[config.mk]
export PLATFORM = sky130hd
export DESIGN_NAME = padded_pixel_feeder
export DESIGN_NICKNAME = d
export VERILOG_FILES = /design/src/rtl/feeder_pkg.sv /design/src/rtl/raster_counter.sv /design/src/rtl/padded_pixel_feeder.sv
export SDC_FILE = /design/constraint.sdc
export NUM_CORES = 1
export LEC_CHECK = 0
export CAP_MARGIN = 40
export CORE_MARGIN = 4
export CORE_UTILIZATION = 39
export CTS_BUF_LIST = sky130_fd_sc_hd__clkbuf_16
export CTS_CLUSTER_SIZE = 10
export DETAILED_ROUTE_END_ITERATION = 8
export SLEW_MARGIN = 25
export SYNTH_ARGS = -nofsm -noshare
export SYNTH_HDL_FRONTEND = slang
export SYNTH_SLANG_ARGS = --single-unit
[constraint.sdc]
create_clock -name clk_i -period 3.9 [get_ports clk_i]
set_input_delay 0.975 -clock clk_i [delete_from_list [all_inputs] [get_ports clk_i]]
set_output_delay 0.975 -clock clk_i [all_outputs]
set_load 0.1 [all_outputs]
[src/rtl/feeder_pkg.sv]
// Shared types and constants for the padded pixel feeder.
package feeder_pkg;

  typedef enum logic [1:0] {
    IDLE = 2'd0,
    RUN  = 2'd1,
    DONE = 2'd2
  } feeder_state_e;

  localparam int unsigned PAD_VALUE = 0;

endpackage

[src/rtl/raster_counter.sv]
// Row/column raster scanner over a PW x PH frame, column fastest, wrapping to the origin.
module raster_counter #(
  parameter int PW = 30,
  parameter int PH = 30,
  localparam int CW = (PW > 1) ? $clog2(PW) : 1,
  localparam int RW = (PH > 1) ? $clog2(PH) : 1
) (
  input  logic          clk_i,
  input  logic          rst_ni,
  input  logic          clear,
  input  logic          advance,
  output logic [RW-1:0] row,
  output logic [CW-1:0] col,
  output logic          last
);

  logic col_end;

  assign col_end = (col == CW'(PW - 1));
  assign last    = col_end && (row == RW'(PH - 1));

  always_ff @(posedge clk_i or negedge rst_ni) begin
    if (!rst_ni) begin
      row <= '0;
      col <= '0;
    end else if (clear) begin
      row <= '0;
      col <= '0;
    end else if (advance) begin
      if (col_end) begin
        col <= '0;
        row <= last ? '0 : row + RW'(1);
      end else begin
        col <= col + CW'(1);
      end
    end
  end

endmodule

[src/rtl/padded_pixel_feeder.sv]
// Streams a zero-padded image into a downstream shift register, one position per strobe.
// Optional abort input is enabled by defining PADDED_FEEDER_ABORT_EN.
module padded_pixel_feeder
  import feeder_pkg::*;
#(
  parameter int N         = 8,
  parameter int ImgWidth  = 28,
  parameter int ImgHeight = 28,
  parameter int Pad       = 1,
  parameter int Kernel    = 3
) (
  input  logic         clk_i,
  input  logic         rst_ni,
  input  logic         start_i,
  input  logic [N-1:0] pixel_i,
  input  logic         pixel_valid_i,
`ifdef PADDED_FEEDER_ABORT_EN
  input  logic         abort_i,
`endif
  output logic         pixel_ready_o,
  output logic         shift_en_o,
  output logic [N-1:0] shift_data_o,
  output logic         window_valid_o,
  output logic         busy_o,
  output logic         done_o
);

  localparam int PW = ImgWidth + 2 * Pad;
  localparam int PH = ImgHeight + 2 * Pad;
  localparam int CW = (PW > 1) ? $clog2(PW) : 1;
  localparam int RW = (PH > 1) ? $clog2(PH) : 1;

  feeder_state_e state_q, state_d;
  logic [RW-1:0] row;
  logic [CW-1:0] col;
  logic          last;
  logic          is_pad;
  logic          advance;
  logic          abort_req;
  logic          frame_end_q;
  logic          win_pos;

`ifdef PADDED_FEEDER_ABORT_EN
  assign abort_req = (state_q == RUN) && abort_i;
`else
  assign abort_req = 1'b0;
`endif

  assign is_pad = (int'(row) < Pad) || (int'(row) >= Pad + ImgHeight) ||
                  (int'(col) < Pad) || (int'(col) >= Pad + ImgWidth);
  assign win_pos = (int'(row) >= Kernel - 1) && (int'(col) >= Kernel - 1);

  raster_counter #(
    .PW(PW),
    .PH(PH)
  ) u_raster (
    .clk_i  (clk_i),
    .rst_ni (rst_ni),
    .clear  ((state_q != RUN) || abort_req),
    .advance(advance),
    .row    (row),
    .col    (col),
    .last   (last)
  );

  always_ff @(posedge clk_i or negedge rst_ni) begin
    if (!rst_ni) begin
      state_q <= IDLE;
    end else begin
      state_q <= state_d;
    end
  end

  // frame_end_q holds RUN for the cycle the last strobe is presented, so DONE follows it
  always_comb begin
    state_d       = state_q;
    advance       = 1'b0;
    pixel_ready_o = 1'b0;
    unique case (state_q)
      IDLE: begin
        if (start_i) state_d = RUN;
      end
      RUN: begin
        if (abort_req) begin
          state_d = IDLE;
        end else if (frame_end_q) begin
          state_d = DONE;
        end else begin
          pixel_ready_o = !is_pad;
          advance       = is_pad || pixel_valid_i;
        end
      end
      DONE: begin
        state_d = IDLE;
      end
      default: begin
        state_d = IDLE;
      end
    endcase
  end

  always_ff @(posedge clk_i or negedge rst_ni) begin
    if (!rst_ni) begin
      frame_end_q    <= 1'b0;
      shift_en_o     <= 1'b0;
      shift_data_o   <= '0;
      window_valid_o <= 1'b0;
    end else begin
      frame_end_q    <= advance && last;
      shift_en_o     <= advance;
      shift_data_o   <= !advance ? '0 : (is_pad ? N'(PAD_VALUE) : pixel_i);
      window_valid_o <= advance && win_pos;
    end
  end

  assign busy_o = (state_q == RUN);
  assign done_o = (state_q == DONE);

endmodule

==> impl_metrics.ini, run 1 <==
[worst_setup_path]
worst-path-max-fanout = 8
critPathBufInv = 2
crit_chain = inv_1 > ha_1 > nor3_1 > o22ai_2 > nor3_1 > and3_1 > buf_4
end_kind = output pin
critPathLaunchType = flop
cp_top_family = simple AND/OR/NAND/NOR gates
max_stage_delay_ns = 0.48
worstPathArrival_ns = 2.08
cpMostUsedCell = nor3_1
worstSetupPathType = reg -> out
required_ns = 2.92
slowest_stage = dfrtp_1

[power_and_ir_drop]
peakVddDrop_mv = 0.606
p_seq_frac = 0.305
p_leak_nw = 0.747
p_clk_frac = 0.179
power.switching_uw = 542
power.density_mw_per_mm2 = 747
p_int_uw = 673
switching_share = 0.446
power_mw = 1.21
p_comb_frac = 0.515

[sta]
setup_ws_ns = 0.845
worst_slew_pin_slew_ns = 0.501
finalCriticalPeriod_ns = 3.05
fin_skew_ns = 0.00235
finalSetupViolCount = 0
finalMaxSlewViolations = 0
max_freq_mhz = 327
hold_viol_final = 0
timing.slew.headroom = 0.666
fin_crit_sh = 0.783
timing.setup.tns_ns = 0
holdWs_ns = 0.443
rsz0062_at_grt = no

[run_status]
outcome = complete, no violations

[cts]
post_cts_buffers = 0
cts_resized = 0
clock_path_buffers = 2
cts-htree-levels = 1
clock-sinks = 23
tritoncts = yes
cts.clk_slew.worst_paths_ns = 0.06
cts_buffers = 3
clock_latency_ns = 0.25
cts-root-buf = clkbuf_16
ctsHoldBuffers = 0

[die]
dieWidth_um = 61.9
rows = 19
initial_core_util = 0.411
dieArea_mm2 = 0.00383
io_pins = 25
core_mm2 = 0.00276
die_height_um = 61.9

[routing]
routed_wl_mm = 2.48
maxUsedRoutingLayer = met4
drt_first_pass_iters = 4
drtAntennaViolNets = 0
dr_wl_met2_mm = 1.27
num_vias = 957
initialDrtViolationCount = 22
drc = 0
m1WireLength_mm = 1.02
viasPerCell = 5.35
drt-wirelength-per-cell_um = 13.8
wl_met3_um = 158

[cells_and_area]
syn2layout_area_growth_pct = 43.5
fin_cells = 179
multi_input_comb_area_um2 = 513
fillers = 239
drive_above_1_share = 0.162
antenna_cells = 0
layout_commonest_cell = dfrtp_1
layout_common_cells = dfrtp_1, clkdlybuf4s50_1, nor2_1
layout.nets = 167
seq_area_um2 = 576

[global_routing]
overflow = 0
grt_max_degree = 24
grtUsageTotal = 0.151
grt_pass1_vias = 899
grt_pass1_wl_mm = 4.18
grt_antenna_before_repair = 0

[flow_run]
drv_cap = 0

[placed_design]
dpl.hpwl_mm = 1.90
place.gp.congestion = 0.875
dpl_worst_slack_ns = 1.13
io_buffers = 24
dpl.cell_count = 175

[logic_synthesis]
ys_warn_count = 0
synth_top_area_frac = 0.508
synth_area_leaders = dfrtp_1, ha_1, and2_1
syn_nets = 129
synth_ff_type = dfrtp_1
synth-seq-cells = 23
syn_area_mm2 = 0.00113
synth_top_area_cell = dfrtp_1
ys_async_sr_fraction = 1.00
synthCells = 111
synth_seq_area_share = 0.508
syn_avg_cell_area_um2 = 10.2
synth_edf_count = 0
yosysUniqueCellTypes = 33

[min_path]
min_path_type = reg -> reg
-- worst register-to-register path: stages, from the launching register on --
cell and delay, ns:
dfrtp_1 0.45, or4_4 0.56, o22ai_2 0.16, o41ai_2 0.09, buf_4 0.18, or4_1 0.48, nand2_1 0.08
-- layer usage --
layer	GRT usage	vias up
li1	-	471
met1	0.193	452
met2	0.251	30
met3	0.0393	4
met4	0.0455	0
met5	0	-
-- registers in the layout (all words and copies together), names as in the netlist --
signal	flops
shift_en_o	1
frame_end_q	1
u_raster.row	5
window_valid_o	1
state_q	2
shift_data_o	8
u_raster.col	5
-- through the flow --
stage	utilization	cell area [µm²]
2_1_floorplan	-	1130
3_3_place_gp	0.508	1400
3_5_place_dp	0.561	1550
4_1_cts	0.590	1630
5_1_grt	0.590	1630
6_report	0.590	1630
-- area by class of cell --
| type | count | share of cell area |
|---|---|---|
| Timing Repair Buffer | 36 | 0.242 |
| Inverter | 7 | 0.0162 |
| Tap cell | 31 | 0.0238 |
| Clock buffer | 3 | 0.0462 |
| Multi-Input combinational cell | 78 | 0.315 |
| Sequential cell | 23 | 0.354 |
| Clock inverter | 1 | 0.00308 |
-- synthesized netlist by cell type (2+ instances only) --
| library cell | number |
|---|---|
| nor2_1 | 12 |
| and4_1 | 2 |
| or4_1 | 2 |
| o211ai_1 | 2 |
| o21ai_0 | 2 |
| a21oi_1 | 6 |
| dfrtp_1 | 23 |
| nand3_1 | 7 |
| nor3_1 | 6 |
| and2_1 | 8 |
| inv_1 | 7 |
| clkbuf_1 | 2 |
| or3_1 | 2 |
| nand2_1 | 5 |
| nand4_1 | 2 |
| ha_1 | 6 |
-- worst paths after layout --
kind                                                  start                     endpoint  slack [ns]  cells past startpoint
worst min-delay path                 state_q[1]$_DFFE_PN0P_       state_q[0]$_DFFE_PN0P_        0.44                      1
worst min register to register       state_q[1]$_DFFE_PN0P_       state_q[0]$_DFFE_PN0P_        0.44                      1
worst max register to register  u_raster.col[2]$_DFFE_PN0P_  u_raster.col[3]$_DFFE_PN0P_        1.84                      6
min in group asynchronous                            rst_ni  u_raster.row[3]$_DFFE_PN0P_        0.68                      1
max in group asynchronous                            rst_ni    shift_data_o[5]$_DFF_PN0_        2.88                      1
worst max-delay path            u_raster.row[1]$_DFFE_PN0P_                pixel_ready_o        0.85                      7
-- power groups by stage --
stage	clock, mW	sequential, mW	combinational [mW]
2_1_floorplan	0	0.539	0.253
3_3_place_gp	0	0.370	0.541
3_5_place_dp	0	0.374	0.631
4_1_cts	0.224	0.369	0.633
5_1_grt	0.237	0.383	0.671
6_report	0.218	0.371	0.626
-- cell families (layout without fill, tap and decap cells) --
kind of cell | after synthesis | in the layout | synth area share
AOI/OAI and AO/OA | 18 | 18 | 0.120
muxes | 1 | 1 | 0.00883
DFF | 23 | 23 | 0.508
buffers and inverters | 10 | 47 | 0.0397
adders and majority gates | 6 | 6 | 0.0662
and+or+nand+nor | 53 | 53 | 0.257
Power figures use the tool's default switching activity.
==> run 2, diff against run 1 <==
--- a/config.mk
+++ b/config.mk
@@ -11,6 +11,7 @@
 export CTS_BUF_LIST = sky130_fd_sc_hd__clkbuf_16
 export CTS_CLUSTER_SIZE = 10
 export DETAILED_ROUTE_END_ITERATION = 8
+export PLACE_DENSITY = 0.67
 export SLEW_MARGIN = 25
 export SYNTH_ARGS = -nofsm -noshare
 export SYNTH_HDL_FRONTEND = slang
==> constraint.sdc (replaced) <==
create_clock -name clk_i -period 2.66 [get_ports clk_i]
set_input_delay 0.665 -clock clk_i [delete_from_list [all_inputs] [get_ports clk_i]]
set_output_delay 0.665 -clock clk_i [all_outputs]
set_load 0.1 [all_outputs]
==> impl_metrics.ini, run 2 (synthesis results as in run 1) <==
[run_status]
outcome = complete, no violations

[cells_and_area]
syn2layout_area_growth_pct = 34.2
fillers = 256
largest_reg_flops = 8
layout_common_cells = dfrtp_1, buf_4, nor2_1
stdcell_area_mm2 = 0.00152
top_regs = shift_data_o (8), u_raster.col (5), u_raster.row (5)
layout_commonest_cell = dfrtp_1
drive_above_1_share = 0.225
antenna_cells = 0
layout.nets = 161
top_register = shift_data_o

[worst_setup_path]
worst-path-max-fanout = 7
worstPathArrival_ns = 1.92
required_ns = 2.00
crit_chain = ha_1 > nor3_2 > o22ai_2 > nor3_1 > and3_2 > buf_12
max_stage_delay_ns = 0.45
critPathLaunchType = flop
slowest_stage = dfrtp_2
crit_cells = 6
end_kind = output pin
r2r_slack_ns = 0.60
cp_top_family = simple AND/OR/NAND/NOR gates
critPathBufInv = 1
worstSetupPathType = reg -> out
r2r_cells = 6

[cts]
cts-htree-levels = 1
clock-sinks = 23
cts_buffers = 3
cts-root-buf = clkbuf_16
cts.clk_slew.worst_paths_ns = 0.06
tritoncts = yes
ctsHoldBuffers = 0
clock_path_buffers = 2
clock_latency_ns = 0.25

[global_routing]
busiest_layer = met2
globalRouteMet2Util = 0.238
grt_antenna_before_repair = 0
grtUsageTotal = 0.139
overflow = 0
grt_max_degree = 24
grt_pass1_wl_mm = 3.99
use_met1 = 0.176
grt_pass1_vias = 897
grtUsageMet3 = 0.0434

[sta]
fin_crit_sh = 0.971
setup_ws_ns = 0.0779
timing.slew.headroom = 0.778
timing.setup.tns_ns = 0
finalSetupViolCount = 0
fin_skew_ns = 0.00176
worst_slew_pin_slew_ns = 0.331
finalCriticalPeriod_ns = 2.58
finalMaxSlewViolations = 0
hold_viol_final = 0
max_freq_mhz = 387

[die]
rows = 19
dieWidth_um = 61.9
die_height_um = 61.9
dieArea_mm2 = 0.00383
core_mm2 = 0.00276
io_pins = 25
initial_core_util = 0.411

[power_and_ir_drop]
p_seq_frac = 0.305
p_leak_nw = 0.719
power.density_mw_per_mm2 = 1130
power.switching_uw = 788
p_clk_frac = 0.182
switching_share = 0.456
peakVddDrop_mv = 1.05
p_comb_frac = 0.513
p_int_uw = 938

[min_path]
min_path_type = reg -> reg
min_path_cells = 1

[placed_design]
dpl_worst_slack_ns = 0.269
postPlaceCellArea_mm2 = 0.00143
io_buffers = 24
place.gp.congestion = 0.873
dpl.hpwl_mm = 1.83

[routing]
num_vias = 952
drt_first_pass_iters = 4
drc = 0
drt-wirelength-per-cell_um = 13.9
routed_wl_mm = 2.40
drtAntennaViolNets = 0
initialDrtViolationCount = 17
viasPerCell = 5.50

[flow_run]
drv_cap = 0
[run 2: layout make-up]
cell class	count	area, µm²	area share
clock buffers	3	75.1	0.0493
well taps	31	38.8	0.0255
inverters	7	26.3	0.0173
repair buffers	30	278	0.183
clock inverters	1	5.00	0.00329
flip-flops and latches	23	579	0.381
multi-input cells	78	519	0.341
[run 2: what timing repair did]
item                                    in CTS  in global routing
buffers inserted                             0                  1
endpoints found under the setup margin       1                  1
cloned                                       0                  0
resized for setup                            1                  3
[run 2: path summary, 6_finish.rpt]
kind                                             start                     endpoint
max in group asynchronous                       rst_ni  u_raster.row[1]$_DFFE_PN0P_
setup / recovery           u_raster.row[0]$_DFFE_PN0P_                pixel_ready_o
hold / removal                  state_q[1]$_DFFE_PN0P_       state_q[0]$_DFFE_PN0P_
min in group asynchronous                       rst_ni  u_raster.col[3]$_DFFE_PN0P_
setup reg to reg           u_raster.col[2]$_DFFE_PN0P_  u_raster.col[4]$_DFFE_PN0P_
hold reg to reg                 state_q[1]$_DFFE_PN0P_       state_q[0]$_DFFE_PN0P_
[run 2: routing by layer]
layer  wire (µm)  vias to the layer above
li1            -                      461
met2        1270                       20
met4           0                        0
met3         133                        0
met5           0                        -
met1         994                      471
[run 2: through the flow]
stage / cells / power [mW] / hold slack, ns / utilization
6_report: 173 / 1.73 / 0.439 / 0.552
3_3_place_gp: 168 / 1.38 / 0.420 / 0.517
4_1_cts: 172 / 1.72 / 0.440 / 0.546
5_1_grt: 173 / 1.83 / 0.472 / 0.552
2_1_floorplan: 111 / 1.16 / 0.369 / -
3_5_place_dp: 168 / 1.40 / 0.430 / 0.517
[run 2: power groups by stage]
stage | clock [mW] | combinational [mW] | sequential [mW]
4_1_cts | 0.325 | 0.863 | 0.530
5_1_grt | 0.339 | 0.951 | 0.541
6_report | 0.313 | 0.886 | 0.526
2_1_floorplan | 0 | 0.374 | 0.791
3_3_place_gp | 0 | 0.849 | 0.527
3_5_place_dp | 0 | 0.862 | 0.536
